===== src/rtl/imem_boot_pkg.sv =====
// Shared definitions for the instruction-memory boot loader.
package imem_boot_pkg;

  // Width of the little-endian word-count header.
  localparam int LEN_W = 16;

  // Instruction bytes packed into one memory word.
  localparam int BYTES_PER_WORD = 4;

  // Loader control states.
  typedef enum logic [2:0] {
    IDLE,
    LEN0,
    LEN1,
    DATA,
    WRITE,
    RUN,
    ERR
  } state_t;

endpackage


===== src/rtl/imem_boot_loader_word_assembler.sv =====
// Packs four accepted stream bytes into one little-endian 32-bit word.
// The first byte of a word lands in bits [7:0].
module word_assembler
  import imem_boot_pkg::*;
(
  input  logic        CLK,
  input  logic        reset,
  input  logic        clear_i,
  input  logic        accept_i,
  input  logic [7:0]  byte_i,
  output logic [31:0] word_o,
  output logic        last_byte_o
);

  localparam logic [1:0] LAST_IDX = 2'(BYTES_PER_WORD - 1);

  logic [1:0]  idx_q, idx_d;
  logic [31:0] word_q, word_d;

  // Next lane contents and lane index; clear wins over accept.
  always_comb begin
    idx_d  = idx_q;
    word_d = word_q;
    if (clear_i) begin
      idx_d  = '0;
      word_d = '0;
    end else if (accept_i) begin
      word_d[{idx_q, 3'b000} +: 8] = byte_i;
      idx_d = idx_q + 2'd1;
    end
  end

  // Lane registers; reset drops any partially assembled word.
  always_ff @(posedge CLK) begin
    if (!reset) begin
      idx_q  <= '0;
      word_q <= '0;
    end else begin
      idx_q  <= idx_d;
      word_q <= word_d;
    end
  end

  assign word_o      = word_q;
  assign last_byte_o = accept_i && (idx_q == LAST_IDX);

endmodule


===== src/rtl/imem_boot_loader.sv =====
// Boot loader: receives a length-prefixed byte image, writes it into
// instruction memory one word at a time, then releases the processor.
// All outputs are decoded from registered state, so in_ready never
// depends combinationally on in_valid.
module imem_boot_loader
  import imem_boot_pkg::*;
#(
  parameter int          ADDR_W    = 8,
  parameter int          MAX_WORDS = 256,
  parameter logic [63:0] START_PC  = 64'h0
) (
  input  logic              CLK,
  input  logic              reset,
  input  logic              go,
  input  logic              in_valid,
  input  logic [7:0]        in_byte,
  output logic              in_ready,
  output logic              imem_we,
  output logic [ADDR_W-1:0] imem_waddr,
  output logic [31:0]       imem_wdata,
  output logic              cpu_reset_n,
  output logic [63:0]       start_pc,
  output logic              busy,
  output logic              done,
  output logic              err_overflow,
  output logic [ADDR_W:0]   words_loaded
);

  localparam logic [LEN_W:0] MAX_LEN = (LEN_W + 1)'(MAX_WORDS);

  state_t              state_q, state_d;
  logic [LEN_W-1:0]    len_q, len_d;
  logic [ADDR_W-1:0]   word_idx_q, word_idx_d;
  logic [ADDR_W:0]     words_q, words_d;

  logic                accept;
  logic                asm_clear;
  logic                asm_accept;
  logic                last_byte;
  logic [31:0]         asm_word;
  logic [LEN_W-1:0]    len_full;
  logic [LEN_W:0]      next_count;

  assign accept     = in_valid && in_ready;
  assign asm_accept = accept && (state_q == DATA);
  assign len_full   = {in_byte, len_q[7:0]};
  assign next_count = (LEN_W + 1)'(word_idx_q) + (LEN_W + 1)'(1);

  word_assembler u_asm (
    .CLK         (CLK),
    .reset       (reset),
    .clear_i     (asm_clear),
    .accept_i    (asm_accept),
    .byte_i      (in_byte),
    .word_o      (asm_word),
    .last_byte_o (last_byte)
  );

  // Next-state and counter updates for the load sequence.
  always_comb begin
    state_d    = state_q;
    len_d      = len_q;
    word_idx_d = word_idx_q;
    words_d    = words_q;
    asm_clear  = 1'b0;
    case (state_q)
      IDLE, RUN, ERR: begin
        if (go) begin
          state_d    = LEN0;
          len_d      = '0;
          word_idx_d = '0;
          words_d    = '0;
          asm_clear  = 1'b1;
        end
      end
      LEN0: begin
        if (accept) begin
          len_d[7:0] = in_byte;
          state_d    = LEN1;
        end
      end
      LEN1: begin
        if (accept) begin
          len_d = len_full;
          if (len_full == '0) begin
            state_d = RUN;
          end else if ({1'b0, len_full} > MAX_LEN) begin
            state_d = ERR;
          end else begin
            state_d    = DATA;
            word_idx_d = '0;
          end
        end
      end
      DATA: begin
        if (last_byte) begin
          state_d = WRITE;
        end
      end
      WRITE: begin
        word_idx_d = word_idx_q + ADDR_W'(1);
        words_d    = words_q + (ADDR_W + 1)'(1);
        if (next_count == {1'b0, len_q}) begin
          state_d = RUN;
        end else begin
          state_d = DATA;
        end
      end
      default: state_d = IDLE;
    endcase
  end

  // State, length and counter registers.
  always_ff @(posedge CLK) begin
    if (!reset) begin
      state_q    <= IDLE;
      len_q      <= '0;
      word_idx_q <= '0;
      words_q    <= '0;
    end else begin
      state_q    <= state_d;
      len_q      <= len_d;
      word_idx_q <= word_idx_d;
      words_q    <= words_d;
    end
  end

  assign in_ready     = (state_q == LEN0) || (state_q == LEN1) || (state_q == DATA);
  assign busy         = (state_q == LEN0) || (state_q == LEN1) ||
                        (state_q == DATA) || (state_q == WRITE);
  assign imem_we      = (state_q == WRITE);
  assign imem_waddr   = word_idx_q;
  assign imem_wdata   = asm_word;
  assign cpu_reset_n  = (state_q == RUN);
  assign done         = (state_q == RUN);
  assign err_overflow = (state_q == ERR);
  assign start_pc     = START_PC;
  assign words_loaded = words_q;

endmodule


===== config.mk =====
export PLATFORM = sky130hd
export DESIGN_NAME = imem_boot_loader
export DESIGN_NICKNAME = d
export VERILOG_FILES = /design/src/rtl/imem_boot_pkg.sv /design/src/rtl/imem_boot_loader_word_assembler.sv /design/src/rtl/imem_boot_loader.sv
export SDC_FILE = /design/constraint.sdc
export NUM_CORES = 1
export LEC_CHECK = 0
export CAP_MARGIN = 20
export CELL_PAD_IN_SITES_DETAIL_PLACEMENT = 0
export CELL_PAD_IN_SITES_GLOBAL_PLACEMENT = 1
export CORE_MARGIN = 5
export CORE_UTILIZATION = 25
export DETAILED_ROUTE_END_ITERATION = 8
export HOLD_SLACK_MARGIN = 0.03
export PLACE_DENSITY = 0.69
export SKIP_LAST_GASP = 1
export SYNTH_ARGS = -nofsm -noshare
export SYNTH_HDL_FRONTEND = slang
export SYNTH_SLANG_ARGS = --single-unit

===== constraint.sdc =====
create_clock -name CLK -period 3.7 [get_ports CLK]
set_input_delay 0.555 -clock CLK [delete_from_list [all_inputs] [get_ports CLK]]
set_output_delay 0.555 -clock CLK [all_outputs]
set_load 0.05 [all_outputs]

== Word-level counts from Yosys, hierarchy flattened ==
Cells that the tools add are included.

* Word-level logic and storage cells: 73
* Bits of input ports: 12
* Flip-flop bits (word level): 70
* Output and inout port bits: 119

* Shift-type cells: 2
* Reductions and logical operators: 19
* Bitwise operators: 2
* Equality and inequality tests: 14
* Mux-type cells: 23
* Magnitude comparators: 1
* Add/subtract/negate cells: 5

{| class="wikitable"
|+ Operators with widths
! kind !! number
|-
| one-hot mux 8 bit (3 select lines) || 2
|-
| 2-to-1 mux 8 bit || 5
|-
| bitwise mux 32 bit || 1
|-
| 2-to-1 mux 16 bit || 2
|-
| variable shift 8 x 7 -> 32 bit (first input constant) || 1
|-
| variable part select 8 x 7 -> 32 bit || 1
|-
| 2-to-1 mux 3 bit || 7
|-
| one-hot mux 9 bit (2 select lines) || 1
|-
| == test 9 x 16 -> 1 bit || 1
|-
| greater-than comparator 16 x 9 -> 1 bit (second input constant) || 1
|-
| zero test 16 bit || 1
|-
| one-hot mux 8 bit (2 select lines) || 1
|-
| one-hot mux 3 bit (5 select lines) || 1
|-
| inequality test 2 bit (second input constant) || 6
|-
| adder 8 x 1 -> 9 bit (second input constant) || 1
|-
| adder 9 x 1 -> 9 bit (second input constant) || 1
|-
| == test 3 bit (second input constant) || 3
|-
| 2-to-1 mux 9 bit || 1
|-
| adder 8 x 1 -> 8 bit (second input constant) || 1
|-
| AND reduction 4 bit || 2
|-
| negation 5 -> 7 bit || 1
|-
| == test 3 x 2 -> 1 bit (second input constant) || 2
|-
| nonzero test 2 bit || 3
|-
| AND reduction 5 bit || 1
|-
| 13 further kinds || 19
|}

== Longest topological paths before layout ==
Gate-level depths: netlist of run 1.

* Depth after elaboration: 8
* Gate-level depth with buffers: 8
* Depth with buffers taken out: 7

== Cells and area by module ==
From an unflattened synthesis of run 1, not the netlist that was laid out.

* Cells, all modules: 473
* Area total of the unflattened synthesis: 3867.5 sq um

{| class="wikitable"
|+ By module, submodules not included
! module !! times used !! area an instance (sq um) !! cells an instance !! seq. area each (sq um)
|-
| imem_boot_loader || 1 || 2516.2 || 332 || 720.7
|-
| word_assembler || 1 || 1351.3 || 141 || 680.7
|}

== Worst setup path before layout of run 1 ==
OpenSTA, ideal clock, no wires.

* Path kind: register to register
* Start: reg word_idx_q[1], in the netlist imem_waddr[1]
* End: reg state_q[1]
* Data arrival time: 2.541 ns
* Setup slack: 1.042 ns
* Setup time: 0.117 ns
* Stages on the path, launching flop included: 9
* Path buffers: 1
* Clock period less this slack: 2.658 ns
* Data required time: 3.583 ns
* Cells stage by stage: dfxtp_1 ha_1 buf_2 nand3_1 xnor2_1 or4_1 nor4_2 o21ai_0 a32o_1

* Word-level cells in the longest chain between the ends: 4

{| class="wikitable"
|+ Ends and longest elaborated chain
! what !! RTL line !! text
|-
| from (decl) || imem_boot_loader.sv:33 || <nowiki>logic [ADDR_W-1:0] word_idx_q, word_idx_d;</nowiki>
|-
| from (signal assigned) || imem_boot_loader.sv:123 || <nowiki>word_idx_q <= word_idx_d;</nowiki>
|-
| adder 8 x 1 -> 9 bit || imem_boot_loader.sv:47 || <nowiki>assign next_count = (LEN_W + 1)'(word_idx_q) + (LEN_W + 1)'(1);</nowiki>
|-
| == test 9 x 16 -> 1 bit || imem_boot_loader.sv:103 || <nowiki>if (next_count == {1'b0, len_q}) begin</nowiki>
|-
| 2-to-1 mux 3 bit || imem_boot_loader.sv:103 ||
|-
| one-hot mux 3 bit (5 select lines) || imem_boot_loader.sv:66 || <nowiki>case (state_q)</nowiki>
|-
| to (signal assigned) || imem_boot_loader.sv:121 || <nowiki>state_q <= state_d;</nowiki>
|-
| to (decl) || imem_boot_loader.sv:31 || <nowiki>state_t state_q, state_d;</nowiki>
|}

No other way between the ends.
A chain may end at the register's enable or synchronous reset.

== Final worst setup path of run 1 ==
* Start: reg state_q[0]
* End: out imem_we

* Word-level cells in the longest chain between the ends: 1

{| class="wikitable"
|+ Ends and longest elaborated chain
! what !! RTL line !! text
|-
| == test 3 bit || imem_boot_loader.sv:131 || <nowiki>assign imem_we = (state_q == WRITE);</nowiki>
|-
| to (decl) || imem_boot_loader.sv:18 || <nowiki>output logic imem_we,</nowiki>
|}

No other way between the ends.

==> results of run 1 <==
-- metal layers --
metal	global-route usage, %	vias to the layer above
met5	0	-
met4	2.43	0
met3	3.19	8
met2	18.2	129
met1	15.6	1636
li1	-	1705
-- sequential cells by signal, indices dropped and copies added (netlist names) --
name / count
imem_waddr: 8
len_q: 16
state_q: 3
u_asm.idx_q: 2
u_asm.word_o: 32
words_loaded: 9
-- power breakdown --
part | internal, mW | switching (mW)
Clock | 0.510 | 0.326
Combinational | 0.231 | 0.607
Sequential | 0.791 | 0.0575
Total | 1.53 | 0.991
-- synthesized netlist by cell type, drive strengths merged, types with 2 or more instances --
master | instances | area share (%)
or3 | 3 | 0.49
nand2b | 7 | 1.1
buf | 71 | 13
nor4b | 3 | 1.1
and2 | 5 | 0.81
ha | 7 | 2.3
o311ai | 2 | 0.45
a31oi | 7 | 1.1
nor3b | 2 | 0.39
xnor2 | 10 | 2.3
clkbuf | 17 | 1.7
and3 | 4 | 0.68
o21a | 4 | 0.78
nand3 | 42 | 5.5
inv | 6 | 0.58
a211oi | 5 | 1.1
o21ai | 16 | 2.1
o22ai | 3 | 0.49
a21oi | 49 | 6.4
dfxtp | 70 | 36
o211ai | 2 | 0.39
nor3 | 7 | 0.91
nand4 | 3 | 0.49
o221ai | 8 | 1.8
or4 | 4 | 0.78
a22oi | 16 | 3.1
nor4 | 5 | 0.97
nand2 | 45 | 4.4
nor2 | 43 | 4.2
xor2 | 4 | 0.91
-- cells by family (layout without fill, tap and decap cells) --
| group | after synthesis | in the layout | share of synthesized area (%) |
|---|---|---|---|
| xor gates and xnor gates | 14 | 14 | 3.18 |
| other | 1 | 64 | 0.0974 |
| and+or+nand+nor | 177 | 177 | 22.5 |
| DFF | 70 | 70 | 36.4 |
| adders and majority gates | 7 | 7 | 2.27 |
| AOI/OAI and AO/OA | 121 | 121 | 19.9 |
| buffers and inverters | 94 | 95 | 15.7 |
-- tightest hold or removal path, stage by stage (launching register included) --
cell,delay [ps]
dfxtp_1,310
nand2_1,50
a21oi_1,50
-- stage by stage --
step | setup slack, ps | utilization, %
2_1_floorplan | 1040 | -
3_3_place_gp | 845 | 29.4
3_5_place_dp | 778 | 29.4
4_1_cts | 643 | 31.4
5_1_grt | 490 | 31.4
6_report | 658 | 31.4
-- final timing paths --
check / startpoint / to
max: state_q[0] / imem_we
max reg2reg: imem_waddr[0] / state_q[1]
min: u_asm.word_o[25] / u_asm.word_o[25]
min reg2reg: u_asm.word_o[25] / u_asm.word_o[25]
-- area by class of cell --
cell class / count / area, µm²
multi-input cells: 383 / 2080
fillers: 1626 / 10400
inverters: 6 / 22.5
flip-flops and latches: 70 / 1400
clock inverters: 4 / 28.8
repair buffers: 73 / 713
well taps: 188 / 235
clock buffers: 12 / 267
==> qor.csv, run 1 <==
metric,value,unit
run status,finished clean,
Worst-Skew Late Latency,330,ps
hpwl dp,7600,µm
routed wl met3,766,µm
CP arrival,2490,ps
largest net degree at the start of global routing,36,
Clock Path Buffers,2,
vias in the first global route,3229,
maximum vdd drop,249,µV
max capacitance violation total,0,
Power Dens Cells,531,nW/µm²
Cells after Synth,484,
mean post-synth cell area,7.96,µm²
final WL,10600,µm
WP buf/inv,3,
"commonest non-fill, non-tap cell in the layout",dfxtp_1,
Final min period,3040,ps
Post-Place Cell Area,4460,µm²
metal1 wirelength,4930,µm
Main synth FF type,dfxtp_1,
clock sink count,70,
drt wl/cell,14.4,µm
FP Rows,45,
Worst path depth,5,
Hold WS,449,ps
FF-to-FF setup slack,920,ps
CTS root buf,clkbuf_16,
Die H,134,µm
setup bufs post-CTS,0,
Ports,131,
CTS tree,yes,
Worst R2R Path Depth,7,
final hold viol count,0,
WP data required,3140,ps
GPL Wtd Cong,0.782,
Initial Util,25.4,%
Worst setup SP type,flip-flop,
setup TNS,0,ps
"commonest cells after routing, fill and taps aside","70 x dfxtp_1, 66 x clkdlybuf4s50_1, 64 x conb_1, 49 x a21oi_1, 45 x nand2_1",
Final nets,562,
Synth cell types,54,
initial antenna violation count,0,
Synth warnings,0,
Syn-to-layout area delta,23.4,%
PortBufs,66,
cell family with most CP delay,buffers and inverters,
register bit total from synthesis,70,
fin area,4750,µm²
"EDFF count, synth",0,
"Setup violations, final",0,
Slowest cell on crit path,clkdlybuf4s50_1,
maximum clock rate,329,MHz
CTS buffer count,9,
asr flop ratio synth,0,%
via count,3478,
Mapped Area,3850,µm²
Cells after DPL,720,
hold depth,2,
Overflow after GRT,0,
post-route ant nets,0,
drt drc,0,
period utilization,82.2,%
RSZ-0062 raised after global routing,false,
Iter 0 DRT Violations,171,
worst-margin pin slew,919,ps
H-tree level count,3,
die width,134,µm
Tot GR Track Use,11.4,%
Max Slew Vio Count,0,
CTS Hold Bufs,0,
DIE AREA,18000,µm²
met2 WL,4850,µm
Clock transition at path regs,60,ps
Max stage delay on crit path,860,ps
layout cell share with drive strength beyond 1,5.29,%
first-pass GRT wire length,16800,µm
clk_skew,6.52,ps
"Seq/Total Area, Yosys",36.4,%
Vias/cell,4.73,
PostCTS Resize Cnt,0,
core area,15100,µm²
critical-path cell list,"nor2_1, nand2_1, buf_4, inv_2, clkdlybuf4s50_1",
Tot Pwr,2.52,mW
# diodes,0,
HP Class,flip-flop to flip-flop,
non-filler instance count after layout,736,
Worst Setup End Kind,primary output,
Worst Path Max Fanout,16,
relative slew slack,38.6,%
crit path kind,flip-flop to primary output,
drt first pass iters,5,
DR top layer,met4,
Leak,1.65,nW
(Power assumes the default switching activity.)
==> run 2: changes to the inputs <==
==> constraint.sdc (replaced) <==
create_clock -name CLK -period 2.9 [get_ports CLK]
set_input_delay 0.435 -clock CLK [delete_from_list [all_inputs] [get_ports CLK]]
set_output_delay 0.435 -clock CLK [all_outputs]
set_load 0.05 [all_outputs]
==> run 2 against run 1 <==
  * Critical path depth grew 2
  * Sequential share of layout area shrank 0.36 points
  * Global-route usage grew 0.41 points
  * Power grew 27%
  * Critical endpoint is now state_q[1]
  * Largest power group is now combinational logic
==> qor.csv, run 2 (synthesized netlist as in run 1, its figures left out) <==
metric,value,unit
HP Class,flip-flop to flip-flop,
Final nets,573,
Multi-input gate area,2080,µm²
drt first pass iters,5,
CTS buffer count,9,
Overflow after GRT,0,
RSZ-0062 raised after global routing,false,
first-pass GRT wire length,17500,µm
setup bufs post-CTS,0,
hpwl dp,7870,µm
fill count,1621,
Worst-Skew Late Latency,330,ps
clock sink count,70,
WP data required,3120,ps
Iter 0 DRT Violations,218,
Final min period,2650,ps
final WL,10900,µm
relative slew slack,43.3,%
layout cell share with drive strength beyond 1,7.33,%
Reg area,1400,µm²
max capacitance violation total,0,
Initial Util,25.4,%
Power Dens Cells,666,nW/µm²
# diodes,0,
"commonest cells after routing, fill and taps aside","70 x dfxtp_1, 64 x conb_1, 64 x clkdlybuf4s50_1, 49 x a21oi_1, 45 x nand2_1",
critical-path cell list,"ha_1, nand3_1, xnor2_1, or4_1, nor4_2, o21ai_0, a32o_1",
Vias/cell,4.72,
CP arrival,2880,ps
CTS root buf,clkbuf_16,
FP Rows,45,
vias in the first global route,3306,
Ports,131,
H-tree level count,3,
switching power total,1.28,mW
drt drc,0,
Worst setup SP type,flip-flop,
setup TNS,0,ps
Slowest cell on crit path,dfxtp_1,
PortBufs,66,
Seq pwr share,33.4,%
run status,finished clean,
"commonest non-fill, non-tap cell in the layout",dfxtp_1,
clk_skew,8.94,ps
via count,3523,
Clock Path Buffers,2,
largest net degree at the start of global routing,36,
maximum clock rate,377,MHz
maximum vdd drop,268,µV
Leak,1.70,nW
worst-margin pin slew,849,ps
max reg flops,32,
period utilization,91.6,%
Die H,134,µm
Max stage delay on crit path,570,ps
Tot Pwr,3.20,mW
GPL Wtd Cong,0.850,
Tot GR Track Use,11.8,%
core area,15100,µm²
Max Slew Vio Count,0,
Net Sw Frac,40.1,%
Comb pwr share,34.4,%
crit path kind,flip-flop to flip-flop,
FF-to-FF setup slack,250,ps
PostCTS Resize Cnt,0,
Worst Path Max Fanout,12,
DIE AREA,18000,µm²
final hold viol count,0,
die width,134,µm
"Setup violations, final",0,
drt wl/cell,14.6,µm
post-route ant nets,0,
Clock transition at path regs,60,ps
internal power,1.92,mW
initial antenna violation count,0,
clock share of power,32.2,%
Worst Setup End Kind,flip-flop,
CTS tree,yes,
CTS Hold Bufs,0,
Syn-to-layout area delta,24.9,%
==> run 2: area by class of cell <==
type	count	share of cell area, %
Multi-Input combinational cell	383	43.3
Sequential cell	70	29.1
Timing Repair Buffer	84	16.4
Clock buffer	11	5.05
Tap cell	188	4.89
Clock inverter	5	0.702
Inverter	6	0.468
==> run 2: final timing paths <==
| kind | start | end | cells after the start |
|---|---|---|---|
| setup / recovery | imem_waddr[0] | state_q[1] | 7 |
| setup reg to reg | imem_waddr[0] | state_q[1] | 7 |
| hold reg to reg | u_asm.word_o[27] | u_asm.word_o[27] | 2 |
| hold / removal | u_asm.word_o[27] | u_asm.word_o[27] | 2 |
==> run 2: worst max-delay path, delay by kind of cell, from the launching register on <==
family	cells	cell delay, ps
AO/OA/AOI/OAI	2	340
AND/OR/NAND/NOR	3	1040
flip-flops	1	570
adder cells (fa/ha/maj)	1	410
XOR/XNOR	1	180
==> run 2: per-stage QoR <==
step | area, µm² | worst slack [ps] | hold slack (ps) | utilization, % | instances
4_1_cts | 4810 | 237 | 452 | 31.8 | 747
3_5_place_dp | 4530 | 287 | 444 | 29.9 | 731
2_1_floorplan | 4090 | 242 | 466 | - | 547
5_1_grt | 4810 | 55.8 | 476 | 31.8 | 747
6_report | 4810 | 245 | 449 | 31.8 | 747
3_3_place_gp | 4530 | 418 | 447 | 29.9 | 731
==> run 2: power by group through the flow <==
stage | Combinational [mW] | Sequential [mW] | Clock (mW)
after floorplan | 0.899 | 1.08 | 0
after global placement | 1.09 | 1.09 | 0
after detailed placement | 1.09 | 1.09 | 0
after CTS | 1.10 | 1.07 | 1.06
after global routing | 1.20 | 1.08 | 1.11
final | 1.10 | 1.07 | 1.03
==> run 2: layer usage <==
layer / track usage, % / vias to the layer above / routed length [µm]
met3: 4.20 / 12 / 791
met2: 17.8 / 135 / 4870
met4: 2.49 / 0 / 129
li1: - / 1738 / -
met1: 16.4 / 1638 / 5140
met5: 0 / - / 0
